--- config.mk ---
export PLATFORM = sky130hd
export DESIGN_NAME = commit_trace_buffer
export DESIGN_NICKNAME = d
export VERILOG_FILES = /design/src/rtl/trace_pkg.sv /design/src/rtl/trace_fifo.sv /design/src/rtl/commit_trace_buffer.sv
export SDC_FILE = /design/constraint.sdc
export NUM_CORES = 1
export LEC_CHECK = 0
export BUFFER_PORTS_ARGS = -buffer_cell sky130_fd_sc_hd__clkbuf_2
export CORE_ASPECT_RATIO = 0.9
export CORE_MARGIN = 2
export CORE_UTILIZATION = 50
export CTS_CLUSTER_DIAMETER = 100
export DETAILED_ROUTE_END_ITERATION = 8
export PLACE_DENSITY_LB_ADDON = 0.05
export SYNTH_ARGS = -nofsm -noshare
export SYNTH_HDL_FRONTEND = slang
export SYNTH_SLANG_ARGS = --single-unit
--- constraint.sdc ---
create_clock -name clk -period 26.5 [get_ports clk]
set_input_delay 3.975 -clock clk [delete_from_list [all_inputs] [get_ports clk]]
set_output_delay 3.975 -clock clk [all_outputs]
set_load 0.02 [all_outputs]
--- src/rtl/trace_pkg.sv ---
// Shared types for the commit trace buffer: record kinds, the trace record
// layout, the buffer FSM states and the commit classifier.
package trace_pkg;

    // Width of the instruction index stored inside each record.
    localparam int TRACE_CNT_W = 32;

    typedef enum logic [2:0] {
        KIND_REG   = 3'd0,
        KIND_LOAD  = 3'd1,
        KIND_STORE = 3'd2,
        KIND_OTHER = 3'd3,
        KIND_HALT  = 3'd4
    } rec_kind_e;

    typedef struct packed {
        rec_kind_e               kind;
        logic [TRACE_CNT_W-1:0]  inum;
        logic [15:0]             pc;
        logic [15:0]             a;
        logic [15:0]             b;
        logic [15:0]             addr;
    } trace_rec_t;

    typedef enum logic [1:0] {
        ST_RUN   = 2'd0,
        ST_DRAIN = 2'd1,
        ST_DONE  = 2'd2
    } trace_state_e;

    // A regfile write always wins (load vs. ALU op), then halt, then store.
    function automatic rec_kind_e classify(input logic reg_write,
                                           input logic mem_read,
                                           input logic mem_write,
                                           input logic halt);
        rec_kind_e kind;
        if (reg_write) begin
            if (mem_read) kind = KIND_LOAD;
            else          kind = KIND_REG;
        end else if (halt) begin
            kind = KIND_HALT;
        end else if (mem_write) begin
            kind = KIND_STORE;
        end else begin
            kind = KIND_OTHER;
        end
        return kind;
    endfunction

endpackage

--- src/rtl/trace_fifo.sv ---
// Synchronous FIFO of trace records. The last free slot is held back for a
// record flagged i_reserved (the HALT record), so a halt is never lost even
// when ordinary records are being dropped. The head entry is read
// combinationally so a record pushed into an empty FIFO is visible right
// after the push edge.
module trace_fifo
    import trace_pkg::*;
#(
    parameter int DEPTH = 16
) (
    input  logic                       clk,
    input  logic                       rst_n,
    input  logic                       i_push,
    input  logic                       i_reserved,
    input  trace_rec_t                 i_data,
    input  logic                       i_pop,
    output trace_rec_t                 o_head,
    output logic                       o_empty,
    output logic [$clog2(DEPTH):0]     o_count,
    output logic                       o_accept,
    output logic                       o_pop_done
);

    localparam int PTR_W = $clog2(DEPTH);
    localparam logic [PTR_W:0] LAST_FREE = (PTR_W+1)'(DEPTH - 1);
    localparam logic [PTR_W:0] FULL_CNT  = (PTR_W+1)'(DEPTH);

    trace_rec_t         r_mem [DEPTH];
    logic [PTR_W-1:0]   r_wr_ptr;
    logic [PTR_W-1:0]   r_rd_ptr;
    logic [PTR_W:0]     r_count;

    logic               w_pop;
    logic               w_accept;

    // Ordinary records may only fill up to DEPTH-1 entries unless a pop frees
    // a slot on the same edge; reserved records may take the final slot.
    always_comb begin
        w_pop    = i_pop && (r_count != '0);
        w_accept = i_push && (w_pop || (r_count < LAST_FREE) ||
                              (i_reserved && (r_count < FULL_CNT)));
    end

    // Record storage; no reset so it maps onto plain memory.
    always_ff @(posedge clk) begin
        if (w_accept) begin
            r_mem[r_wr_ptr] <= i_data;
        end
    end

    // Pointers wrap naturally at DEPTH; count tracks simultaneous push/pop.
    always_ff @(posedge clk) begin
        if (!rst_n) begin
            r_wr_ptr <= '0;
            r_rd_ptr <= '0;
            r_count  <= '0;
        end else begin
            if (w_accept) r_wr_ptr <= r_wr_ptr + 1'b1;
            if (w_pop)    r_rd_ptr <= r_rd_ptr + 1'b1;
            case ({w_accept, w_pop})
                2'b10:   r_count <= r_count + 1'b1;
                2'b01:   r_count <= r_count - 1'b1;
                default: r_count <= r_count;
            endcase
        end
    end

    assign o_head     = r_mem[r_rd_ptr];
    assign o_empty    = (r_count == '0);
    assign o_count    = r_count;
    assign o_accept   = w_accept;
    assign o_pop_done = w_pop;

endmodule

--- src/rtl/commit_trace_buffer.sv ---
// Commit trace buffer for the 16-bit single-cycle cpu. Every edge in RUN
// retires one instruction: it is classified, numbered and queued as a trace
// record that drains over a valid/ready stream. A HALT record moves the FSM
// to DRAIN, and once the queue empties the block sits in DONE until reset.
// Build option: define TRACE_SKIP_OTHER_EN to count but not queue
// branch/NOP (OTHER) instructions.
module commit_trace_buffer
    import trace_pkg::*;
#(
    parameter int DEPTH = 16,
    parameter int CNT_W = TRACE_CNT_W
) (
    input  logic              clk,
    input  logic              rst_n,
    input  logic [15:0]       c_pc,
    input  logic [15:0]       c_inst,
    input  logic              c_reg_write,
    input  logic [3:0]        c_wr_reg,
    input  logic [15:0]       c_wr_data,
    input  logic              c_mem_read,
    input  logic              c_mem_write,
    input  logic [15:0]       c_mem_addr,
    input  logic [15:0]       c_mem_data,
    input  logic              c_halt,
    output logic              rec_valid,
    input  logic              rec_ready,
    output logic [2:0]        rec_kind,
    output logic [CNT_W-1:0]  rec_inum,
    output logic [15:0]       rec_pc,
    output logic [15:0]       rec_a,
    output logic [15:0]       rec_b,
    output logic [15:0]       rec_addr,
    output logic [CNT_W-1:0]  cycle_count,
    output logic [CNT_W-1:0]  inst_count,
    output logic              overflow,
    output logic              done
);

    localparam int PTR_W = $clog2(DEPTH);

    trace_state_e       r_state;
    trace_state_e       w_state_next;
    logic               w_done;

    logic [CNT_W-1:0]   r_cycle_count;
    logic [CNT_W-1:0]   r_inst_count;
    logic               r_overflow;

    rec_kind_e          w_kind;
    trace_rec_t         w_rec;
    trace_rec_t         w_head;
    logic               w_retire;
    logic               w_push;
    logic               w_is_halt;
    logic               w_pop;
    logic               w_accept;
    logic               w_pop_done;
    logic               w_empty;
    logic               w_valid;
    logic [PTR_W:0]     w_count;

    // The instruction word is not part of the record.
    logic               w_unused_inst;
    assign w_unused_inst = ^c_inst;

    // Classify the committing instruction and assemble its record.
    always_comb begin
        w_kind    = classify(c_reg_write, c_mem_read, c_mem_write, c_halt);
        w_is_halt = (w_kind == KIND_HALT);
        w_rec      = '0;
        w_rec.kind = w_kind;
        w_rec.inum = TRACE_CNT_W'(r_inst_count);
        w_rec.pc   = c_pc;
        case (w_kind)
            KIND_REG: begin
                w_rec.a = {12'b0, c_wr_reg};
                w_rec.b = c_wr_data;
            end
            KIND_LOAD: begin
                w_rec.a    = {12'b0, c_wr_reg};
                w_rec.b    = c_wr_data;
                w_rec.addr = c_mem_addr;
            end
            KIND_STORE: begin
                w_rec.a = c_mem_addr;
                w_rec.b = c_mem_data;
            end
            default: begin
                w_rec.a = '0;
            end
        endcase
    end

    // Only RUN retires instructions; OTHER may be filtered out of the queue.
    always_comb begin
        w_retire = (r_state == ST_RUN);
`ifdef TRACE_SKIP_OTHER_EN
        w_push   = w_retire && (w_kind != KIND_OTHER);
`else
        w_push   = w_retire;
`endif
        w_valid  = !w_empty && (r_state != ST_DONE);
        w_pop    = w_valid && rec_ready;
    end

    trace_fifo #(
        .DEPTH      (DEPTH)
    ) u_fifo (
        .clk        (clk),
        .rst_n      (rst_n),
        .i_push     (w_push),
        .i_reserved (w_is_halt),
        .i_data     (w_rec),
        .i_pop      (w_pop),
        .o_head     (w_head),
        .o_empty    (w_empty),
        .o_count    (w_count),
        .o_accept   (w_accept),
        .o_pop_done (w_pop_done)
    );

    // FSM state register.
    always_ff @(posedge clk) begin
        if (!rst_n) r_state <= ST_RUN;
        else        r_state <= w_state_next;
    end

    // FSM next state: halt queued -> drain; last record popped -> done.
    always_comb begin
        w_state_next = r_state;
        w_done       = 1'b0;
        case (r_state)
            ST_RUN: begin
                if (w_push && w_is_halt && w_accept) w_state_next = ST_DRAIN;
            end
            ST_DRAIN: begin
                if (w_pop_done && (w_count == (PTR_W+1)'(1))) w_state_next = ST_DONE;
            end
            ST_DONE: begin
                w_done = 1'b1;
            end
            default: begin
                w_state_next = ST_RUN;
            end
        endcase
    end

    // Saturating counters and the sticky drop flag.
    always_ff @(posedge clk) begin
        if (!rst_n) begin
            r_cycle_count <= '0;
            r_inst_count  <= '0;
            r_overflow    <= 1'b0;
        end else begin
            if ((r_state != ST_DONE) && (r_cycle_count != '1))
                r_cycle_count <= r_cycle_count + 1'b1;
            if (w_retire && (r_inst_count != '1))
                r_inst_count <= r_inst_count + 1'b1;
            if (w_push && !w_accept)
                r_overflow <= 1'b1;
        end
    end

    // Record outputs read as zero whenever no record is being offered.
    always_comb begin
        rec_valid = w_valid;
        rec_kind  = w_valid ? w_head.kind : 3'd0;
        rec_inum  = w_valid ? CNT_W'(w_head.inum) : '0;
        rec_pc    = w_valid ? w_head.pc   : 16'h0000;
        rec_a     = w_valid ? w_head.a    : 16'h0000;
        rec_b     = w_valid ? w_head.b    : 16'h0000;
        rec_addr  = w_valid ? w_head.addr : 16'h0000;
    end

    assign cycle_count = r_cycle_count;
    assign inst_count  = r_inst_count;
    assign overflow    = r_overflow;
    assign done        = w_done;

endmodule

======== Yosys cells after proc, flatten, opt, wreduce, memory -nomap -nowiden ========
Memories as Yosys holds them, arrays and structs flattened. A register that Yosys moved wholly into a read port is not among the register bits.
Index checks and enable logic that the tools add are counted.
storage, ports and cells
  register bits after elaboration ......... 80
  bits in writable memories ............... 1,584
  bits of input ports ..................... 91
  output and inout bits ................... 166
  word-level logic and storage cells ...... 74
  memories ................................ 1
cells by class
  add/subtract/negate cells ............... 6
  magnitude comparators ................... 2
  eq/ne operators ......................... 13
  muxes and demuxes ....................... 22
  bitwise gates (word level) .............. 1
  reductions and logical operators ........ 22
memories
  memory        depth  bits a word  read ports  clocked after Yosys merged registers in  wr ports  line              RTL
  u_fifo.r_mem  16     99           1           1                                        1         trace_fifo.sv:28  trace_rec_t r_mem [DEPTH];
operator list
  kind                   number
  $mux 16                5
  $add 32x1->32 const B  2
  $ne 32x32->1 const B   2
  $pmux 16 s2            2
  $mux 32                1
  $logic_and 1x1->1      11
  $pmux 5 s2             1
  $mux 3                 3
  $add 4x1->4 const B    2
  $mux 4                 2
  $ne 2x2->1 const B     3
  $pmux 2 s3             1
  $add 5x1->5 const B    1
  $eq 5x1->1 const B     1
  $logic_not 5->1        1
  $lt 5x4->1 const B     1
  $lt 5x5->1 const B     1
  $mux 1                 5
  $reduce_bool 5->1      1
  $sub 5x1->5 const B    1
  $eq 2x1->1 const B     2
  $eq 2x2->1 const B     2
  $mux 2                 2
  $eq 3x1->1 const B     1
  other kinds (10)       12

======== Longest topological paths before layout ========
Gate-level depths: netlist of the first run.
  depth after elaboration ................. 11
  gate-level depth with buffers ........... 8
  depth with buffers taken out ............ 7

======== Hierarchy ========
From an unflattened synthesis of the first run, not the netlist that was laid out.
second synthesis, totals
  cell total of the unflattened synthesis .. 2,932
  area total of the unflattened synthesis .. 65,178.8 um2
by module, submodules not included
  module               instances  cells an instance  area each (um2)  seq. area each (um2)
  trace_fifo           1          2,306              60,391.7         47,905.9
  commit_trace_buffer  1          626                4,787.1          1,341.3

======== Worst setup path before layout of the first run ========
OpenSTA, ideal clock, no wires.
  path type ............................... in2reg
  start ................................... input port c_reg_write
  end ..................................... memory u_fifo.r_mem[0][0] (netlist name) (enable)
  setup time .............................. 678 ps
  data arrival time ....................... 11,698 ps
  data required time ...................... 25,822 ps
  slack ................................... 14,124 ps
  cell stages on the path ................. 5
  path buffers ............................ 0
  path through ............................ nand2b_1 -> a31oi_1 -> o21a_1 -> nand2_1 -> nor3_1
between the ends
  longest elaborated chain between the ends .. 7
RTL lines
  element                       line                       RTL
  start, declared               commit_trace_buffer.sv:17  input logic c_reg_write,
  $mux 3                        trace_pkg.sv:37            if (reg_write) begin
  $eq 3x3->1                    commit_trace_buffer.sv:69  w_is_halt = (w_kind == KIND_HALT);
  $logic_and 1x1->1             trace_fifo.sv:41           (i_reserved && (r_count < FULL_CNT)));
  $logic_or 1x1->1              trace_fifo.sv:40           w_accept = i_push && (w_pop || (r_count < LAST_FREE) ||
  $logic_and 1x1->1             trace_fifo.sv:40
  $mux 1                        trace_fifo.sv:46           if (w_accept) begin
  $mux 1 (implied by the code)  trace_fifo.sv:47           r_mem[r_wr_ptr] <= i_data;
  end, declared                 trace_fifo.sv:28
No other way between the ends.

==> results.txt, run 1 <==
- Routed WL per cell: 30.2 um
* Count of vias placed by the detailed router: about 31000
- Setup repair after global routing missed its margin: false
* EDFF count, synth: 1584
- Clock Root Buffer: sky130_fd_sc_hd__clkbuf_16
- Clock-pin slew was measured on the worst setup and hold paths at 0.06 ns.
- Yosys warns: 0
* Data arrival time of the worst path: ~6 ns
- Hold violation total from the final report: 0
* Net count, final: approximately 3300
- FFs w/ async S/R, synth: 0
- Once routing completed, OpenROAD measured the worst setup slack at between 15 and 20 ns.
* All-Layer GR Usage: 0.233
- At the later pin of the worst-skew pair, clock insertion delay measures 0.77 ns.
- The endpoint identified for the worst register-to-register timing path is u_fifo.r_mem[6][68]$_DFFE_PP_.
- Number of input and output port buffers inserted: 240
- The placed instances occupy a cell area of ~0.068 sq mm.
* Synth-to-Final Area Change: 13.0%
- Number of buffers inserted by hold repair at cts: 0
* Unique cell type count in the Yosys netlist: 56
- Total length of routed wires: 153000 um
- Area of the die: between 0.1 and 0.15 sq mm
- Global placement routability congestion: roughly 0.82
- Share of final-layout standard cells stronger than drive strength 1: 0.317
* Top_reg_cell synth: sky130_fd_sc_hd__edfxtp_1
- For this configuration, the core starts out at a cell density of 0.503.
- Pin placement for this block handled around 260 I/O pins.
* Num CTS Buffers: ~170
- Initial antenna violation count: 7
* CP delay by family, top: buffers and inverters
- Number of sinks handled by clock tree synthesis: about 1700
- In this run the core area contains around 130 standard-cell rows.
* Netlist area before placement: 0.0649 sq mm
- Measured along the y axis, the die boundary spans approximately 350 um.
- Count of routing violations after the opening detailed-route iteration: between 3000 and 4000
- Top library cells by usage in the layout, fill and taps aside: sky130_fd_sc_hd__edfxtp_1 (1584), sky130_fd_sc_hd__mux4_2 (495), sky130_fd_sc_hd__clkbuf_2 (240), sky130_fd_sc_hd__clkbuf_16 (177), sky130_fd_sc_hd__and2_1 (101)
* Number of H-tree branching levels: 4
* Path class of the lowest-slack min-delay path: reg -> reg
* Source of the worst hold timing path: overflow$_SDFFE_PN0P_
* Fin cells: around 5100
- For the finished layout, the period the worst path requires is 9.90 ns.
- Register-to-Register Setup Slack: 21.49 ns
* Launch point of the worst reg-to-reg path: u_fifo.o_count[0]$_SDFFE_PN0P_
- Tightest Pin Transition: around 1.2 ns
- Worst setup path category: reg -> out
- Synthesis produced a netlist whose cell count is 2921.
- Count of pins over their slew limit: 0
* Worst-path cell chain: buf_4, buf_4, buf_4, mux4_2, mux4_2, and2_1, clkbuf_2
- Number of global-route vias before repair: ~33000
- The run finished with clean final reports.
- In this design, the stage delay of the slowest critical-path cell is between 0.9 and 1 ns.
* Final design instance area without fill: around 0.073 sq mm
* Highest routed layer: met5
- The worst hold path terminates at overflow$_SDFFE_PN0P_.
- Finished Core Util: 0.569
- Maximum clock path buffer count: 3
* Pin count of the biggest net entering global routing: about 160
- Timing would allow up to slightly above 100 MHz.
- The first global-routing pass estimated approximately 220000 um of wire.
- Met1 layer wirelength in the final routing: ~64000 um
* Crit-path slowest cell: sky130_fd_sc_hd__buf_4
* Total placed cells including tap cells: between 4000 and 5000
- # setup viols final: 0
- Before CTS, the worst setup slack after placement is around 17 ns.
- The tool flagged a number of max-cap violations equal to 0.
* Final period utilization: 0.373
* Post-CTS setup buffers: 0
- CORE AREA: 0.129 sq mm
* Syn_nets: roughly 3000
* Length of routed met3 wiring: 9870 um
- Relative slew slack: 0.181
* Lkg Pwr: approximately 23 nW
* Detailed route wirelength on metal2: 75800 um
- Remaining global-route overflow: 0
- The most numerous cell type found on the critical path is sky130_fd_sc_hd__buf_4.
- Data required time at the worst endpoint: about 23 ns
- Chip width: 384 um
- Of all nets on the critical path, the largest fanout is slightly below 70.
* Endpoint kind of the worst setup timing path: output pin
- HPWL Detailed: slightly below 80000 um
- For this run, design rule violations remaining after detail routing come to 0.
* Accumulated negative setup slack: 0 ns
- The critical path contains buffers and inverters numbering 4 combined.
- CTS tree: built
* Length of the first detailed-routing pass in iterations: 5
- Clk_skew: around 0.015 ns
* Hold slack final: 0.484 ns
* Number of instances resized during post-cts repair: 0
- Worst Hold Path Cells: 2
* Commonest non-fill, non-tap cell in the layout: sky130_fd_sc_hd__edfxtp_1
- The worst register-to-register path has a depth of 9.
* Sequential area share after synthesis: 0.759
- Dividing total power by cell area gives a power density of between 90 and 100 mW/mm^2.
- Final ANT Viol Nets: 0
* Startpoint type of the worst setup path: register
- Synth Area per Inst: between 20 and 25 sq um
- In this run, synthesis produced a sequential element count of 1668.
- In the routed layout, each cell is associated on average with a via count of 6.09.
- The design draws between 7 and 8 mW.
- Across the VDD grid, the largest voltage drop is a little under 0.09 mV.
==> cell families after synthesis <==
| logic type | Yosys count | synth area share |
|---|---|---|
| adder cells (fa/ha/maj) | 11 | 0.00212 |
| buffers and inverters | 199 | 0.0145 |
| XOR/XNOR | 26 | 0.00351 |
| AND/OR/NAND/NOR | 402 | 0.0352 |
| flip-flops | 1668 | 0.759 |
| AO/OA/AOI/OAI | 98 | 0.0102 |
| multiplexers | 517 | 0.175 |
==> worst max path at each step <==
stage / from / to / slack, ns / depth (start not counted)
final: register / rec_addr[4] / 16.60 / 7
after global routing: register / rec_addr[4] / 16.41 / 7
after floorplan: c_reg_write / u_fifo.r_mem[0][0]$_DFFE_PP_ / 14.12 / 5
after detailed placement: register / rec_addr[10] / 17.40 / 7
after CTS: register / rec_addr[10] / 16.56 / 7
after global placement: register / rec_addr[10] / 17.43 / 7
==> where the power goes <==
part           internal (mW)  leakage [nW]  total (mW)  switching (mW)
Combinational          0.736          5.43        1.65           0.914
Sequential              3.11          15.3        3.19          0.0747
Clock                   1.30          2.54        2.24           0.941
Total                   5.15          23.3        7.08            1.93
==> cells in the mapped netlist, types with 2 or more instances <==
cell | number | area share
sky130_fd_sc_hd__edfxtp_1 | 1584 | 0.73
sky130_fd_sc_hd__o21ai_0 | 13 | 0.0010
sky130_fd_sc_hd__inv_1 | 12 | 0.00069
sky130_fd_sc_hd__nor4_1 | 10 | 0.00096
sky130_fd_sc_hd__nor2_1 | 54 | 0.0031
sky130_fd_sc_hd__a21oi_1 | 31 | 0.0024
sky130_fd_sc_hd__nand2_1 | 56 | 0.0032
sky130_fd_sc_hd__and2_1 | 101 | 0.0097
sky130_fd_sc_hd__buf_4 | 32 | 0.0037
sky130_fd_sc_hd__mux4_2 | 495 | 0.17
sky130_fd_sc_hd__nor3_1 | 11 | 0.00085
sky130_fd_sc_hd__xor2_1 | 6 | 0.00081
sky130_fd_sc_hd__and3_1 | 43 | 0.0041
sky130_fd_sc_hd__o21a_1 | 2 | 0.00023
sky130_fd_sc_hd__and4_1 | 7 | 0.00095
sky130_fd_sc_hd__nand4_1 | 24 | 0.0023
sky130_fd_sc_hd__clkbuf_1 | 93 | 0.0054
sky130_fd_sc_hd__or3_1 | 13 | 0.0013
sky130_fd_sc_hd__o31ai_1 | 11 | 0.0013
sky130_fd_sc_hd__nor4_2 | 2 | 0.00039
sky130_fd_sc_hd__a31oi_1 | 4 | 0.00039
sky130_fd_sc_hd__ha_1 | 11 | 0.0021
sky130_fd_sc_hd__xnor2_1 | 20 | 0.0027
sky130_fd_sc_hd__or4_1 | 11 | 0.0013
sky130_fd_sc_hd__nand2b_1 | 23 | 0.0022
sky130_fd_sc_hd__a211oi_1 | 8 | 0.00093
sky130_fd_sc_hd__a22o_1 | 20 | 0.0027
sky130_fd_sc_hd__or4_4 | 2 | 0.00035
sky130_fd_sc_hd__buf_1 | 18 | 0.0010
sky130_fd_sc_hd__mux2i_1 | 22 | 0.0034
sky130_fd_sc_hd__or2_2 | 2 | 0.00019
sky130_fd_sc_hd__dfxtp_1 | 84 | 0.026
sky130_fd_sc_hd__nand3_1 | 34 | 0.0026
sky130_fd_sc_hd__buf_2 | 40 | 0.0031
==> flip-flops by register name (all words and copies together) (netlist names), named ones only <==
signal / count
cycle_count: 32
u_fifo.r_rd_ptr: 4
u_fifo.r_mem: 1584
r_state: 2
overflow: 1
u_fifo.o_count: 5
inst_count: 32
u_fifo.r_wr_ptr: 4
==> worst register-to-register path, cell delays in order (launching register included) <==
cell	delay, ns
sky130_fd_sc_hd__dfxtp_1	0.39
sky130_fd_sc_hd__inv_1	0.11
sky130_fd_sc_hd__ha_1	0.25
sky130_fd_sc_hd__or4b_1	0.23
sky130_fd_sc_hd__and3_1	0.44
sky130_fd_sc_hd__o21a_1	0.36
sky130_fd_sc_hd__nand2_1	0.29
sky130_fd_sc_hd__nor2_4	0.82
sky130_fd_sc_hd__buf_4	0.79
sky130_fd_sc_hd__buf_4	0.89
==> layout make-up <==
| type | instances | area (sq um) |
|---|---|---|
| multi-input combinational | 1054 | 14800 |
| timing repair buffer | 314 | 1810 |
| fill | 9617 | 55600 |
| sequential | 1668 | 49300 |
| antenna | 3 | 7.51 |
| tap | 1714 | 2140 |
| clock buffer | 233 | 4720 |
| inverter | 13 | 48.8 |
| clock inverter | 67 | 473 |
==> layer usage <==
| layer | vias to the layer above | global-route usage |
|---|---|---|
| met3 | 217 | 0.0438 |
| met1 | 16700 | 0.330 |
| met5 | - | 0 |
| met2 | 1014 | 0.378 |
| met4 | 4 | 0.0594 |
| li1 | 12900 | - |
No activity file was read; power rests on OpenSTA's default activity.
==> inputs of run 2 (changes only) <==
==> constraint.sdc (replaced) <==
create_clock -name clk -period 8.75 [get_ports clk]
set_input_delay 1.3125 -clock clk [delete_from_list [all_inputs] [get_ports clk]]
set_output_delay 1.3125 -clock clk [all_outputs]
set_load 0.02 [all_outputs]
==> run 2 against run 1 <==
Critical path depth is 2 lower; clock-buffer cell count is 24 lower; sequential power grew to 3.0 times the previous value; largest cell class unchanged; worst hold slack better by 0.020 ns; largest power group unchanged; non-clock buffer count stayed put; critical endpoint is now rec_inum[24]; clock power grew to 3.0 times the previous value; highest routed layer unchanged; first-iteration DRC count is 0.35% higher; utilization hardly changed; via count is 0.96% higher.
==> results.txt, run 2 (synthesis results as in run 1) <==
* Hold violation total from the final report: 0
* # setup viols final: 0
- In the global route stage, overall resource usage came out at 0.236.
* Num CTS Buffers: 167
* Area of the die: between 0.1 and 0.15 sq mm
- STA classifies the critical path endpoint as an output pin.
* Chip width: around 380 um
- The number of slew-limit violations in the final report is 0.
- The cell family contributing the most delay on the critical path is multiplexers.
* Max_cap viols: 0
- At the worst endpoint, the arrival time is approximately 4.2 ns.
- Startpoint type of the worst setup path: register
* Clock Root Buffer: sky130_fd_sc_hd__clkbuf_16
* Post-CTS setup buffers: 0
- Fmax: approximately 180 MHz
* IR drop worst, VDD: between 0.2 and 0.3 mV
- Top library cells by usage in the layout, fill and taps aside: sky130_fd_sc_hd__edfxtp_1 (1584), sky130_fd_sc_hd__mux4_2 (495), sky130_fd_sc_hd__clkbuf_2 (240), sky130_fd_sc_hd__clkbuf_16 (167), sky130_fd_sc_hd__and2_1 (101)
- Crit-path slowest cell: sky130_fd_sc_hd__dfxtp_4
- Initial antenna violation count: 11
* Net count, final: 3320
* Number of sinks handled by clock tree synthesis: 1668
- Top-Level Pins: roughly 260
- Measured on the finished design, the core utilization comes to 0.569.
- Number of H-tree branching levels: 4
- Height of the die: between 300 and 400 um
- Final period demand of the worst path: between 5 and 6 ns
- Maximum clock path buffer count: 3
- Row generation in the floorplan step produced about 130 rows.
* Total length of routed wires: between 150000 and 200000 um
- The first detailed-routing pass took 6 iterations.
- In this run the worst hold path is classified as reg -> reg.
- Worst-path cell chain: buf_12, mux4_2, mux4_2, and2_1, clkbuf_2
- CTS tree: built
* Overall power of the completed layout: 21.5 mW
- Number of global-route vias before repair: 32500
- The flow ran to the end, and the final reports show no timing, DRC or antenna violations.
- Hold slack final: 0.505 ns
- Input and output buffers added on the ports amount to 240.
* Pwr per Cell Area: a little under 300 mW/mm^2
* Register ranked first by flip-flop count: u_fifo.r_mem
- Worst setup path category: reg -> out
- Summing over every cut layer, the via total after detailed routing is roughly 31000.
* Relative slew slack: 0.242
- Final critical-path setup slack: 3.25 ns
- In the final routed layout, each cell accounts on average for roughly 31 um.
* Maximum fanout along the worst path: between 90 and 100
- The largest single stage delay on the critical path is 0.98 ns.
* Later-pin clock latency in the skew report: 0.79 ns
- For the pin with the worst max-slew slack, the measured transition is 1.13 ns.
- Counting both buffers and inverters, the worst setup path holds a total of 2.
- The detailed router put a total of around 65000 um of wire on met1.
- Counting stages on the worst path, the most repeated cell is sky130_fd_sc_hd__mux4_2.
- Using the TritonRoute via totals, the vias-per-cell ratio works out to 6.15.
- Dpl ws: roughly 3.4 ns
- Global placement routability congestion: about 0.82
- Flip-flop count of the largest register after layout: roughly 1600
* Setup repair after global routing missed its margin: false
- CORE AREA: 0.129 sq mm
* Data required time at the worst endpoint: around 7.4 ns
- Clk_skew: about 0.016 ns
- Relative to the synthesized area, the layout overhead comes to 13.0%.
- Final ANT Viol Nets: 0
- Clock-pin slew was measured on the worst setup and hold paths at around 0.06 ns.
- Final period utilization: 0.629
- The library cell used most frequently in the layout, excluding fill and tap cells, is sky130_fd_sc_hd__edfxtp_1.
* Number of buffers inserted by hold repair at cts: 0
* Number of instances resized during post-cts repair: 0
- Total of fill cells in the finished design: between 9000 and 10000
- The first global-routing pass estimated ~220000 um of wire.
* Count of routing violations after the opening detailed-route iteration: 3154
- In the detailed route, the total length drawn on met3 is 10300 um.
- Starting density of the core: 0.503
* HPWL Detailed: slightly below 80000 um
- For the final routed database, the setup TNS stands at 0 ns.
* Detailed route wirelength on metal2: about 77000 um
- For this run the aggregate overflow at the end of global routing stands at 0.
- Routed signal wires occupy layers up through met5.
- DRC violation count after routing: 0
* Lkg Pwr: between 20 and 25 nW
- Pin count of the biggest net entering global routing: 153
- Share of final-layout standard cells stronger than drive strength 1: 0.317
## run 2: changes by cell type in the layout (fill, tap and decap cells not counted), moves of 6 or more
cell	change
sky130_fd_sc_hd__clkbuf_1	-8
sky130_fd_sc_hd__clkbuf_8	-6
sky130_fd_sc_hd__inv_6	+7
sky130_fd_sc_hd__buf_4	-7
sky130_fd_sc_hd__buf_12	+6
sky130_fd_sc_hd__clkbuf_16	-10
sky130_fd_sc_hd__clkinv_1	+11
## run 2: worst paths after layout
check / startpoint / endpoint / slack (ns) / cells after the start
min: cycle_count[8]$_SDFFE_PN0P_ / cycle_count[8]$_SDFFE_PN0P_ / 0.50 / 2
max: register / rec_inum[24] / 3.25 / 5
min reg2reg: cycle_count[8]$_SDFFE_PN0P_ / cycle_count[8]$_SDFFE_PN0P_ / 0.50 / 2
max reg2reg: u_fifo.o_count[0]$_SDFFE_PN0P_ / u_fifo.r_mem[6][21]$_DFFE_PP_ / 4.65 / 9
## run 2: worst register-to-register path: stages, from the launching register on
cell	delay (ns)
sky130_fd_sc_hd__dfxtp_1	0.39
sky130_fd_sc_hd__inv_1	0.11
sky130_fd_sc_hd__ha_1	0.26
sky130_fd_sc_hd__or4b_1	0.23
sky130_fd_sc_hd__and3_1	0.47
sky130_fd_sc_hd__o21a_1	0.33
sky130_fd_sc_hd__nand2_1	0.29
sky130_fd_sc_hd__nor2_4	0.17
sky130_fd_sc_hd__buf_4	0.62
sky130_fd_sc_hd__buf_4	0.82
## run 2: per-stage QoR
| step | instance area (sq um) | cells |
|---|---|---|
| final | 73300 | 5069 |
| after global routing | 73300 | 5067 |
| after CTS | 73300 | 5067 |
| after detailed placement | 68200 | 4763 |
| after global placement | 68200 | 4762 |
| after floorplan | 64900 | 2921 |
## run 2: where the power goes
| group | internal, mW | total (mW) | switching (mW) |
|---|---|---|---|
| combinational | 2.25 | 5.06 | 2.81 |
| sequential | 9.43 | 9.66 | 0.230 |
| clock | 3.78 | 6.76 | 2.98 |
| total | 15.5 | 21.5 | 6.01 |
## run 2: routing by layer
| metal | global-route usage | vias up |
|---|---|---|
| met5 | 0 | - |
| met4 | 0.0585 | 8 |
| met3 | 0.0426 | 199 |
| met2 | 0.384 | 1064 |
| met1 | 0.335 | 17000 |
| li1 | - | 12900 |
## run 2: area by class of cell
type	instances	area, sq um	area share
clock buffer	209	4360	0.0594
multi-input combinational	1054	14800	0.202
clock inverter	95	763	0.0104
sequential	1668	49300	0.672
antenna	2	5.00	0.0000683
timing repair buffer	314	1890	0.0257
tap	1714	2140	0.0293
inverter	13	48.8	0.000666
